File: config.mk
export PLATFORM = sky130hd
export DESIGN_NAME = wb_stream_fetch
export DESIGN_NICKNAME = d
export VERILOG_FILES = /design/src/rtl/wb_stream_pkg.sv /design/src/rtl/wb_stream_fetch_fifo.sv /design/src/rtl/wb_stream_fetch.sv
export SDC_FILE = /design/constraint.sdc
export NUM_CORES = 1
export LEC_CHECK = 0
export BUFFER_PORTS_ARGS = -buffer_cell sky130_fd_sc_hd__buf_2
export CORE_MARGIN = 5
export CORE_UTILIZATION = 40
export CTS_CLUSTER_SIZE = 10
export DETAILED_ROUTE_END_ITERATION = 10
export GPL_TIMING_DRIVEN = 0
export PLACE_DENSITY = 0.63
export SYNTH_ARGS = -nofsm -noshare
export SYNTH_HDL_FRONTEND = slang
export SYNTH_HIERARCHICAL = 1
export SYNTH_SLANG_ARGS = --single-unit
File: constraint.sdc
create_clock -name clk -period 7.6 [get_ports clk]
set_clock_uncertainty 0.1 [all_clocks]
set_input_delay 1.14 -clock clk [delete_from_list [all_inputs] [get_ports clk]]
set_output_delay 1.14 -clock clk [all_outputs]
set_load 0.01 [all_outputs]
File: src/rtl/wb_stream_pkg.sv
// Shared constants and FSM state type for the Wishbone-to-stream fetch engine.
package wb_stream_pkg;

  localparam logic [2:0] CTI_CLASSIC = 3'b000;
  localparam logic [2:0] CTI_INC     = 3'b010;
  localparam logic [2:0] CTI_EOB     = 3'b111;

  localparam logic [1:0] BTE_LINEAR  = 2'b00;

  typedef enum logic [1:0] {
    IDLE  = 2'd0,
    CHECK = 2'd1,
    READ  = 2'd2,
    DONE  = 2'd3
  } fetch_state_e;

endpackage

File: src/rtl/wb_stream_fetch_fifo.sv
// First-word-fall-through FIFO, 2**AW entries of DW bits, with a free-slot count.
module wb_stream_fetch_fifo #(
  parameter int DW = 33,
  parameter int AW = 4
) (
  input  logic          clk,
  input  logic          rst_n,
  input  logic          push_i,
  input  logic [DW-1:0] push_data_i,
  input  logic          pop_i,
  output logic [DW-1:0] pop_data_o,
  output logic          valid_o,
  output logic [AW:0]   free_o
);

  localparam int          DEPTH   = 2**AW;
  localparam logic [AW:0] DEPTH_C = {1'b1, {AW{1'b0}}};

  logic [DW-1:0] mem_q [DEPTH];
  logic [AW-1:0] wr_ptr_q, wr_ptr_d;
  logic [AW-1:0] rd_ptr_q, rd_ptr_d;
  logic [AW:0]   count_q, count_d;
  logic          do_push, do_pop;

  always_comb begin
    do_push  = push_i && (count_q != DEPTH_C);
    do_pop   = pop_i && (count_q != '0);
    wr_ptr_d = wr_ptr_q + {{(AW-1){1'b0}}, do_push};
    rd_ptr_d = rd_ptr_q + {{(AW-1){1'b0}}, do_pop};
    count_d  = count_q + {{AW{1'b0}}, do_push} - {{AW{1'b0}}, do_pop};
  end

  always_ff @(posedge clk or negedge rst_n) begin
    if (!rst_n) begin
      wr_ptr_q <= '0;
      rd_ptr_q <= '0;
      count_q  <= '0;
    end else begin
      wr_ptr_q <= wr_ptr_d;
      rd_ptr_q <= rd_ptr_d;
      count_q  <= count_d;
    end
  end

  // Storage needs no reset: the pointers and count define what is valid.
  always_ff @(posedge clk) begin
    if (do_push) mem_q[wr_ptr_q] <= push_data_i;
  end

  assign pop_data_o = mem_q[rd_ptr_q];
  assign valid_o    = (count_q != '0);
  assign free_o     = DEPTH_C - count_q;

endmodule

File: src/rtl/wb_stream_fetch.sv
// Wishbone read master streaming a memory buffer out through an FWFT FIFO.
// WB_STREAM_FETCH_BURST_EN selects incrementing bursts instead of classic cycles.
//
// state | meaning
// IDLE  | waiting for enable; latches buffer base and length
// CHECK | waits until the FIFO can absorb the next whole burst
// READ  | bus cycle active, one FIFO push per ack
// DONE  | buffer complete, pulses irq_o
module wb_stream_fetch
  import wb_stream_pkg::*;
#(
  parameter int WB_AW         = 32,
  parameter int WB_DW         = 32,
  parameter int FIFO_AW       = 4,
  parameter int MAX_BURST_LEN = 2**FIFO_AW
) (
  input  logic               clk,
  input  logic               rst_n,
  output logic [WB_AW-1:0]   wbm_adr_o,
  output logic [WB_DW-1:0]   wbm_dat_o,
  output logic [WB_DW/8-1:0] wbm_sel_o,
  output logic               wbm_we_o,
  output logic               wbm_cyc_o,
  output logic               wbm_stb_o,
  output logic [2:0]         wbm_cti_o,
  output logic [1:0]         wbm_bte_o,
  input  logic [WB_DW-1:0]   wbm_dat_i,
  input  logic               wbm_ack_i,
  input  logic               wbm_err_i,
  output logic [WB_DW-1:0]   stream_m_data_o,
  output logic               stream_m_valid_o,
  input  logic               stream_m_ready_i,
  output logic               stream_m_last_o,
  input  logic               enable,
  input  logic [WB_AW-1:0]   start_adr,
  input  logic [WB_AW-1:0]   buf_size,
  input  logic [WB_AW-1:0]   burst_size,
  output logic               busy,
  output logic               irq_o,
  output logic               err_o
);

  localparam logic [WB_AW-1:0] ADR_STEP = WB_AW'(WB_DW / 8);
  localparam logic [WB_AW-1:0] MAX_LEN  = WB_AW'(MAX_BURST_LEN);
  localparam logic [WB_AW-1:0] ONE      = WB_AW'(1);

  fetch_state_e     state_q, state_d;
  logic [WB_AW-1:0] adr_q, adr_d;
  logic [WB_AW-1:0] remaining_q, remaining_d;
  logic [WB_AW-1:0] burst_left_q, burst_left_d;
  logic             cyc_q, cyc_d;
  logic             busy_q, busy_d;
  logic             irq_q, irq_d;
  logic             err_q, err_d;

  logic [WB_AW-1:0] blen;
  logic [FIFO_AW:0] fifo_free;
  logic [WB_DW:0]   fifo_dout;
  logic             fifo_valid;
  logic             push;
  logic             push_last;

  always_comb begin
    blen = (burst_size == '0) ? ONE : burst_size;
    if (blen > MAX_LEN)     blen = MAX_LEN;
    if (blen > remaining_q) blen = remaining_q;
  end

  always_comb begin
    state_d      = state_q;
    adr_d        = adr_q;
    remaining_d  = remaining_q;
    burst_left_d = burst_left_q;
    cyc_d        = cyc_q;
    busy_d       = busy_q;
    irq_d        = 1'b0;
    err_d        = 1'b0;
    push         = 1'b0;
    push_last    = 1'b0;

    case (state_q)
      IDLE: begin
        if (enable) begin
          adr_d       = start_adr;
          remaining_d = buf_size;
          busy_d      = 1'b1;
          state_d     = (buf_size == '0) ? DONE : CHECK;
        end
      end

      CHECK: begin
        if (WB_AW'(fifo_free) >= blen) begin
          burst_left_d = blen;
          cyc_d        = 1'b1;
          state_d      = READ;
        end
      end

      READ: begin
        if (!cyc_q) begin
          // Idle gap between classic single-word cycles.
          cyc_d = 1'b1;
        end else if (wbm_err_i) begin
          cyc_d   = 1'b0;
          err_d   = 1'b1;
          busy_d  = 1'b0;
          state_d = IDLE;
        end else if (wbm_ack_i) begin
          push         = 1'b1;
          push_last    = (remaining_q == ONE);
          adr_d        = adr_q + ADR_STEP;
          remaining_d  = remaining_q - ONE;
          burst_left_d = burst_left_q - ONE;
          if (burst_left_q == ONE) begin
            cyc_d = 1'b0;
            if (remaining_q == ONE) begin
              state_d = DONE;
            end else if (!enable) begin
              busy_d  = 1'b0;
              state_d = IDLE;
            end else begin
              state_d = CHECK;
            end
          end else begin
`ifndef WB_STREAM_FETCH_BURST_EN
            cyc_d = 1'b0;
`endif
          end
        end
      end

      DONE: begin
        irq_d   = 1'b1;
        busy_d  = 1'b0;
        state_d = IDLE;
      end

      default: state_d = IDLE;
    endcase
  end

  always_ff @(posedge clk or negedge rst_n) begin
    if (!rst_n) begin
      state_q      <= IDLE;
      adr_q        <= '0;
      remaining_q  <= '0;
      burst_left_q <= '0;
      cyc_q        <= 1'b0;
      busy_q       <= 1'b0;
      irq_q        <= 1'b0;
      err_q        <= 1'b0;
    end else begin
      state_q      <= state_d;
      adr_q        <= adr_d;
      remaining_q  <= remaining_d;
      burst_left_q <= burst_left_d;
      cyc_q        <= cyc_d;
      busy_q       <= busy_d;
      irq_q        <= irq_d;
      err_q        <= err_d;
    end
  end

  wb_stream_fetch_fifo #(
    .DW (WB_DW + 1),
    .AW (FIFO_AW)
  ) u_fifo (
    .clk         (clk),
    .rst_n       (rst_n),
    .push_i      (push),
    .push_data_i ({push_last, wbm_dat_i}),
    .pop_i       (stream_m_ready_i),
    .pop_data_o  (fifo_dout),
    .valid_o     (fifo_valid),
    .free_o      (fifo_free)
  );

`ifdef WB_STREAM_FETCH_BURST_EN
  assign wbm_cti_o = !cyc_q ? CTI_CLASSIC : ((burst_left_q == ONE) ? CTI_EOB : CTI_INC);
`else
  assign wbm_cti_o = CTI_CLASSIC;
`endif

  assign wbm_adr_o        = adr_q;
  assign wbm_dat_o        = '0;
  assign wbm_sel_o        = '1;
  assign wbm_we_o         = 1'b0;
  assign wbm_cyc_o        = cyc_q;
  assign wbm_stb_o        = cyc_q;
  assign wbm_bte_o        = BTE_LINEAR;
  assign stream_m_data_o  = fifo_dout[WB_DW-1:0];
  assign stream_m_valid_o = fifo_valid;
  assign stream_m_last_o  = fifo_valid & fifo_dout[WB_DW];
  assign busy             = busy_q;
  assign irq_o            = irq_q;
  assign err_o            = err_q;

endmodule

# Word level (Yosys, flattened, before mapping)

Memory sizes are Yosys's and may differ from the RTL's.
Cells that the tools add are included.

Logic and storage cells: 108
Memories kept: 1
RAM bits: 528
Bits of input ports: 134
Flip-flop bits (word level): 115
Output and inout port bits: 113

Mux-type cells: 55
Order comparisons: 3
Bitwise operators: 1
Eq/ne operators: 15
Add/sub/neg operators: 8
Reductions and logical operators: 14

Memories:

| name         | words | bits a word | rd ports | clocked after Yosys merged registers in | write ports | RTL line                   | source |
|---|---|---|---|---|---|---|---|
| u_fifo.mem_q | 16    | 33          | 1        | 0                                       | 1           | wb_stream_fetch_fifo.sv:19 | `logic [DW-1:0] mem_q [DEPTH];` |

Operators with widths:

| operator                                             | count |
|---|---|
| 2-to-1 mux 32 bit                                    | 15 |
| one-hot mux 32 bit (2 select lines)                  | 3 |
| == test 32 x 1 -> 1 bit (second input constant)      | 2 |
| zero test 32 bit                                     | 2 |
| subtractor 32 x 1 -> 32 bit (second input constant)  | 2 |
| adder 32 x 3 -> 32 bit (second input constant)       | 1 |
| >= comparator 5 x 32 -> 1 bit                        | 1 |
| > comparator 32 bit                                  | 1 |
| > comparator 32 x 5 -> 1 bit (second input constant) | 1 |
| 2-to-1 mux 1 bit                                     | 26 |
| 2-to-1 mux 2 bit                                     | 8 |
| AND reduction 5 bit                                  | 3 |
| inequality test 3 bit (second input constant)        | 4 |
| inequality test 2 bit (second input constant)        | 5 |
| adder 4 x 1 -> 4 bit                                 | 2 |
| one-hot mux 2 bit (4 select lines)                   | 1 |
| AND reduction 7 bit                                  | 1 |
| adder 5 x 1 -> 5 bit                                 | 1 |
| inequality test 5 bit (second input constant)        | 1 |
| nonzero test 5 bit                                   | 1 |
| subtractor 5 x 1 -> 5 bit                            | 1 |
| subtractor 5 bit (first input constant)              | 1 |
| == test 2 bit (second input constant)                | 2 |
| nonzero test 2 bit                                   | 2 |
| other kinds (8)                                      | 9 |

# Logic depth before layout (Yosys ltp)

Depth in word-level cells: 9
Mapped depth: 23
Depth with buffers taken out: 21

# Cells and area by module

Netlist, hierarchy kept.

Modules (own cells, without submodules):

| module               | seq. area each (sq um) | instances | cells each | area each (sq um) |
|---|---|---|---|---|
| wb_stream_fetch_fifo | 16180.5                | 1         | 893        | 20682.3 |
| wb_stream_fetch      | 2552.4                 | 1         | 988        | 7567.3 |

# Worst setup path after synthesis

No wires, ideal clock.

Kind: input-to-reg
From: input port burst_size[16]
To: register burst_left_q[13]
Required time: 7.371 ns
Arrival time: 5.032 ns
Setup slack: 2.340 ns
Library setup time: 0.129 ns
Stages: 22
Path buffers: 3
Cell sequence: nor4_1 > nand2_1 > nor4_1 > o21a_1 > inv_1 > ha_1 > nand4_1 > nor3_1 > nor2b_1 > a22oi_2 > clkbuf_1 > nand2_1 > o21a_1 > ha_1 > nor2b_1 > o21ai_0 > a2111oi_0 > o22ai_1 > buf_2 > clkbuf_1 > o21ai_0 > o41ai_1

Longest elaborated chain between the ends: 9
Elaborated cells between the ends (all ways): 11
Classes of those cells: order compare: 3; eq/ne: 1; mux: 5; reduce/logical: 2

RTL lines:

| item                            | RTL line               | source |
|---|---|---|
| start, declared                 | wb_stream_fetch.sv:37  | `input logic [WB_AW-1:0] burst_size,` |
| zero test 32 bit                | wb_stream_fetch.sv:64  | `blen = (burst_size == '0) ? ONE : burst_size;` |
| 2-to-1 mux 32 bit (*)           | wb_stream_fetch.sv:64  |  |
| > comparator 32 x 5 -> 1 bit    | wb_stream_fetch.sv:65  | `if (blen > MAX_LEN) blen = MAX_LEN;` |
| 2-to-1 mux 32 bit (*)           | wb_stream_fetch.sv:65  |  |
| > comparator 32 bit             | wb_stream_fetch.sv:66  | `if (blen > remaining_q) blen = remaining_q;` |
| 2-to-1 mux 32 bit (*)           | wb_stream_fetch.sv:66  |  |
| >= comparator 5 x 32 -> 1 bit   | wb_stream_fetch.sv:92  | `if (WB_AW'(fifo_free) >= blen) begin` |
| inequality test 2 bit (no line) | --                     |  |
| AND reduction 5 bit (no line)   | --                     |  |
| end signal, assigned            | wb_stream_fetch.sv:156 | `burst_left_q <= burst_left_d;` |
| end, declared                   | wb_stream_fetch.sv:50  | `logic [WB_AW-1:0] burst_left_q, burst_left_d;` |

Mark *: on every way between the ends. The rest lies on a longest branch, timed or not. The select of a mux whose other input is x is not followed.
A chain may end at the register's enable or synchronous reset.

# Worst setup path in the final report

From: input port burst_size[13]
To: register burst_left_q[3]

Same word-level chain as after synthesis.

==> metrics.txt <==
die area=76000 µm²; Yosys cell types=71; arrival time at the worst endpoint=6.60 ns; Clock Sinks=643; synthesized cell area=28200 µm²; met3 WL=5500 µm; Worst setup EP type=register; CTS tree=yes; post-cts resize count=0; critical path data required time=7.97 ns; number of global-route vias before repair=18762; DRC viols=0; Hold Path Class=primary input to async pin; compound-gate portion of the synthesized area=9.08%; Top FF cell, synth=edfxtp_1; reg2reg path depth=19; Initial DRC Count=1643; Max Fclk=160 MHz; adder-cell share of the synthesized area=2.55%; non-filler cells, final=3240; Die X=276 µm; Rel. slew slack=15.5%; status=finished, final reports clean; initial antenna violation count=7; Max Buffers Root-to-Sink=3; share of post-route cells with drive strength above 1=23.3%; top post-synthesis cells by count=edfxtp_1 (528), nand2_1 (122), a21oi_1 (120), o21ai_0 (120), dfrtp_1 (115); met1 WL=30000 µm; number of flops mapped to enable cells by yosys=528; register area share after synthesis=66.3%; area of the core=70000 µm²; Cells after Synth=1881; global placer's final weighted congestion=0.915; PortBufs=204; I/O pin count=247; Clock Latency Late Sink=0.63 ns; pwr dens=356 nW/µm²; setup violators final=0; WL final=77700 µm; antenna-violating nets left=0; leakage=12.1 nW; post-cts hold buffer count=0; Tcrit/Tclk final=82.0%; final hold violations=0; routed vias=18311; area grow syn2layout=18.5%; largest net degree at the start of global routing=84; postcts setup bufs=0; Worst VDD drop=0.000187 V; Die Ht=276 µm; first-pass GRT wire length=115000 µm; initial core utilization=40.3%; clock edge transition at the registers on the reported setup and hold paths=0.06 ns; Tmin final=6.23 ns; Yosys warnings=6; Synth area leaders=edfxtp_1 (56%), dfrtp_1 (10%), mux4_2 (9.1%); CP Max Fanout=10; placed cell count=3121; Max-cap violations=0; WL per Instance=24.0 µm; first drt pass iteration count=5; r2r endpoint=burst_left_q[3]; DP Wirelength=53000 µm; post-synthesis register bit count=643; Util after Layout=47.8%; largest family of logic cells by synthesized area=multiplexers; Post-Synth XOR/XNOR Area=0.310%; post-DR vias/cell=5.65; crit path launch type=primary input; FP Rows=97; Hold WS=0.302 ns; met2 wire length=40300 µm; Final nets=2450; most frequent cell after synthesis=edfxtp_1; Num CTS Buffers=76; Async SR Flop Fraction=17.9%; post-synth top area share=56.1%; Tightest Pin Transition=1.26 ns; CTS Root Buffer Type=clkbuf_16; Simple-Gate Fraction of Synth Area=7.00%; All-Layer GR Usage=20.2%; Mapped Avg Cell Area=15.0 µm²; reg2reg setup slack=2.58 ns; Max Used Layer=met5; Final Slew Violations=0; Critical R2R Launch=remaining_q[15]; RSZ-0062 raised after global routing=false; WS Path Type=primary input to register; H-tree levels=3; Synth area leader=edfxtp_1; post-synthesis mux area share=10.9%; grt ovf=0
area by class of cell:
type                            count  area (µm²)
Buffer                            144         861
Sequential cell                   643       18700
Multi-Input combinational cell   1104        8800
Fill cell                        6074       36500
Clock inverter                     10         165
Inverter                           57         214
Antenna cell                        2        5.00
Timing Repair Buffer              233        1480
Tap cell                          940        1180
Clock buffer                      107        2050
cells in the final DEF, fill, tap and decap left out, drive strengths merged, types with 59 or more instances in the layout:
master,instances
conb,69
buf,306
dfrtp,115
o21ai,121
nor2,106
edfxtp,528
a22oi,84
clkbuf,178
a21oi,121
inv,59
mux4,132
nand2,122
power by group:
group | switching, mW | internal, mW
combinational | 2.51 | 1.67
clock | 1.39 | 1.88
sequential | 0.356 | 4.11
total | 4.26 | 7.65
cell families after synthesis:
group	count (synthesis)
DFF	643
and+or+nand+nor	412
adders and majority gates	57
AOI/OAI and AO/OA	420
xor gates and xnor gates	10
other	2
muxes	136
buffers and inverters	201
per-layer routing:
metal | track usage, % | vias up
li1 | - | 8082
met1 | 25.6 | 9264
met2 | 35.5 | 808
met3 | 3.89 | 149
met4 | 5.80 | 8
met5 | 0 | -
worst max-delay path: stages:
cell and delay, ns:
buf_2 0.10, nor4_1 0.27, nand2_1 0.11, nor4_1 0.77, o21a_1 0.27, inv_1 0.08
ha_1 0.28, nand4_1 0.11, nor3_1 0.27, nor2b_1 0.09, a22oi_2 0.39, clkbuf_1 0.46
nand2_1 0.14, o21a_1 0.16, ha_1 0.27, nor2b_1 0.11, o21ai_0 0.10, a2111oi_0 0.48
o22ai_1 0.15, buf_2 0.22, clkbuf_1 0.26, a21oi_1 0.25, o21ai_0 0.12
flip-flops by register name, indices dropped and copies added, names as in the netlist:
signal and flops:
wbm_cyc_o 1, burst_left_q 32, err_o 1, wbm_adr_o 32, state_q 2, u_fifo/mem_q 528
remaining_q 32, u_fifo/wr_ptr_q 4, irq_o 1, u_fifo/count_q 5, busy 1, u_fifo/rd_ptr_q 4
through the flow:
step	instance area (µm²)	setup TNS [ns]	power, mW	setup slack [ns]
floorplan	28500	0	7.15	2.34
global placement	30700	-84.02	8.56	-0.825
detailed placement	31300	0	8.68	0.698
CTS	33500	0	12.0	1.30
global route	33500	0	12.5	0.818
finish	33500	0	11.9	1.37
worst max-delay path by stage:
stage / start / endpoint / slack [ns]
floorplan: burst_size[16] / burst_left_q[13] / 2.34
global placement: wbm_err_i / u_fifo/mem_q[0][2] / -0.83
detailed placement: burst_size[18] / burst_left_q[3] / 0.70
CTS: burst_size[18] / burst_left_q[3] / 1.30
global route: burst_size[26] / burst_left_q[21] / 0.82
finish: burst_size[13] / burst_left_q[3] / 1.37
No activity file was read; power rests on OpenSTA's default activity.
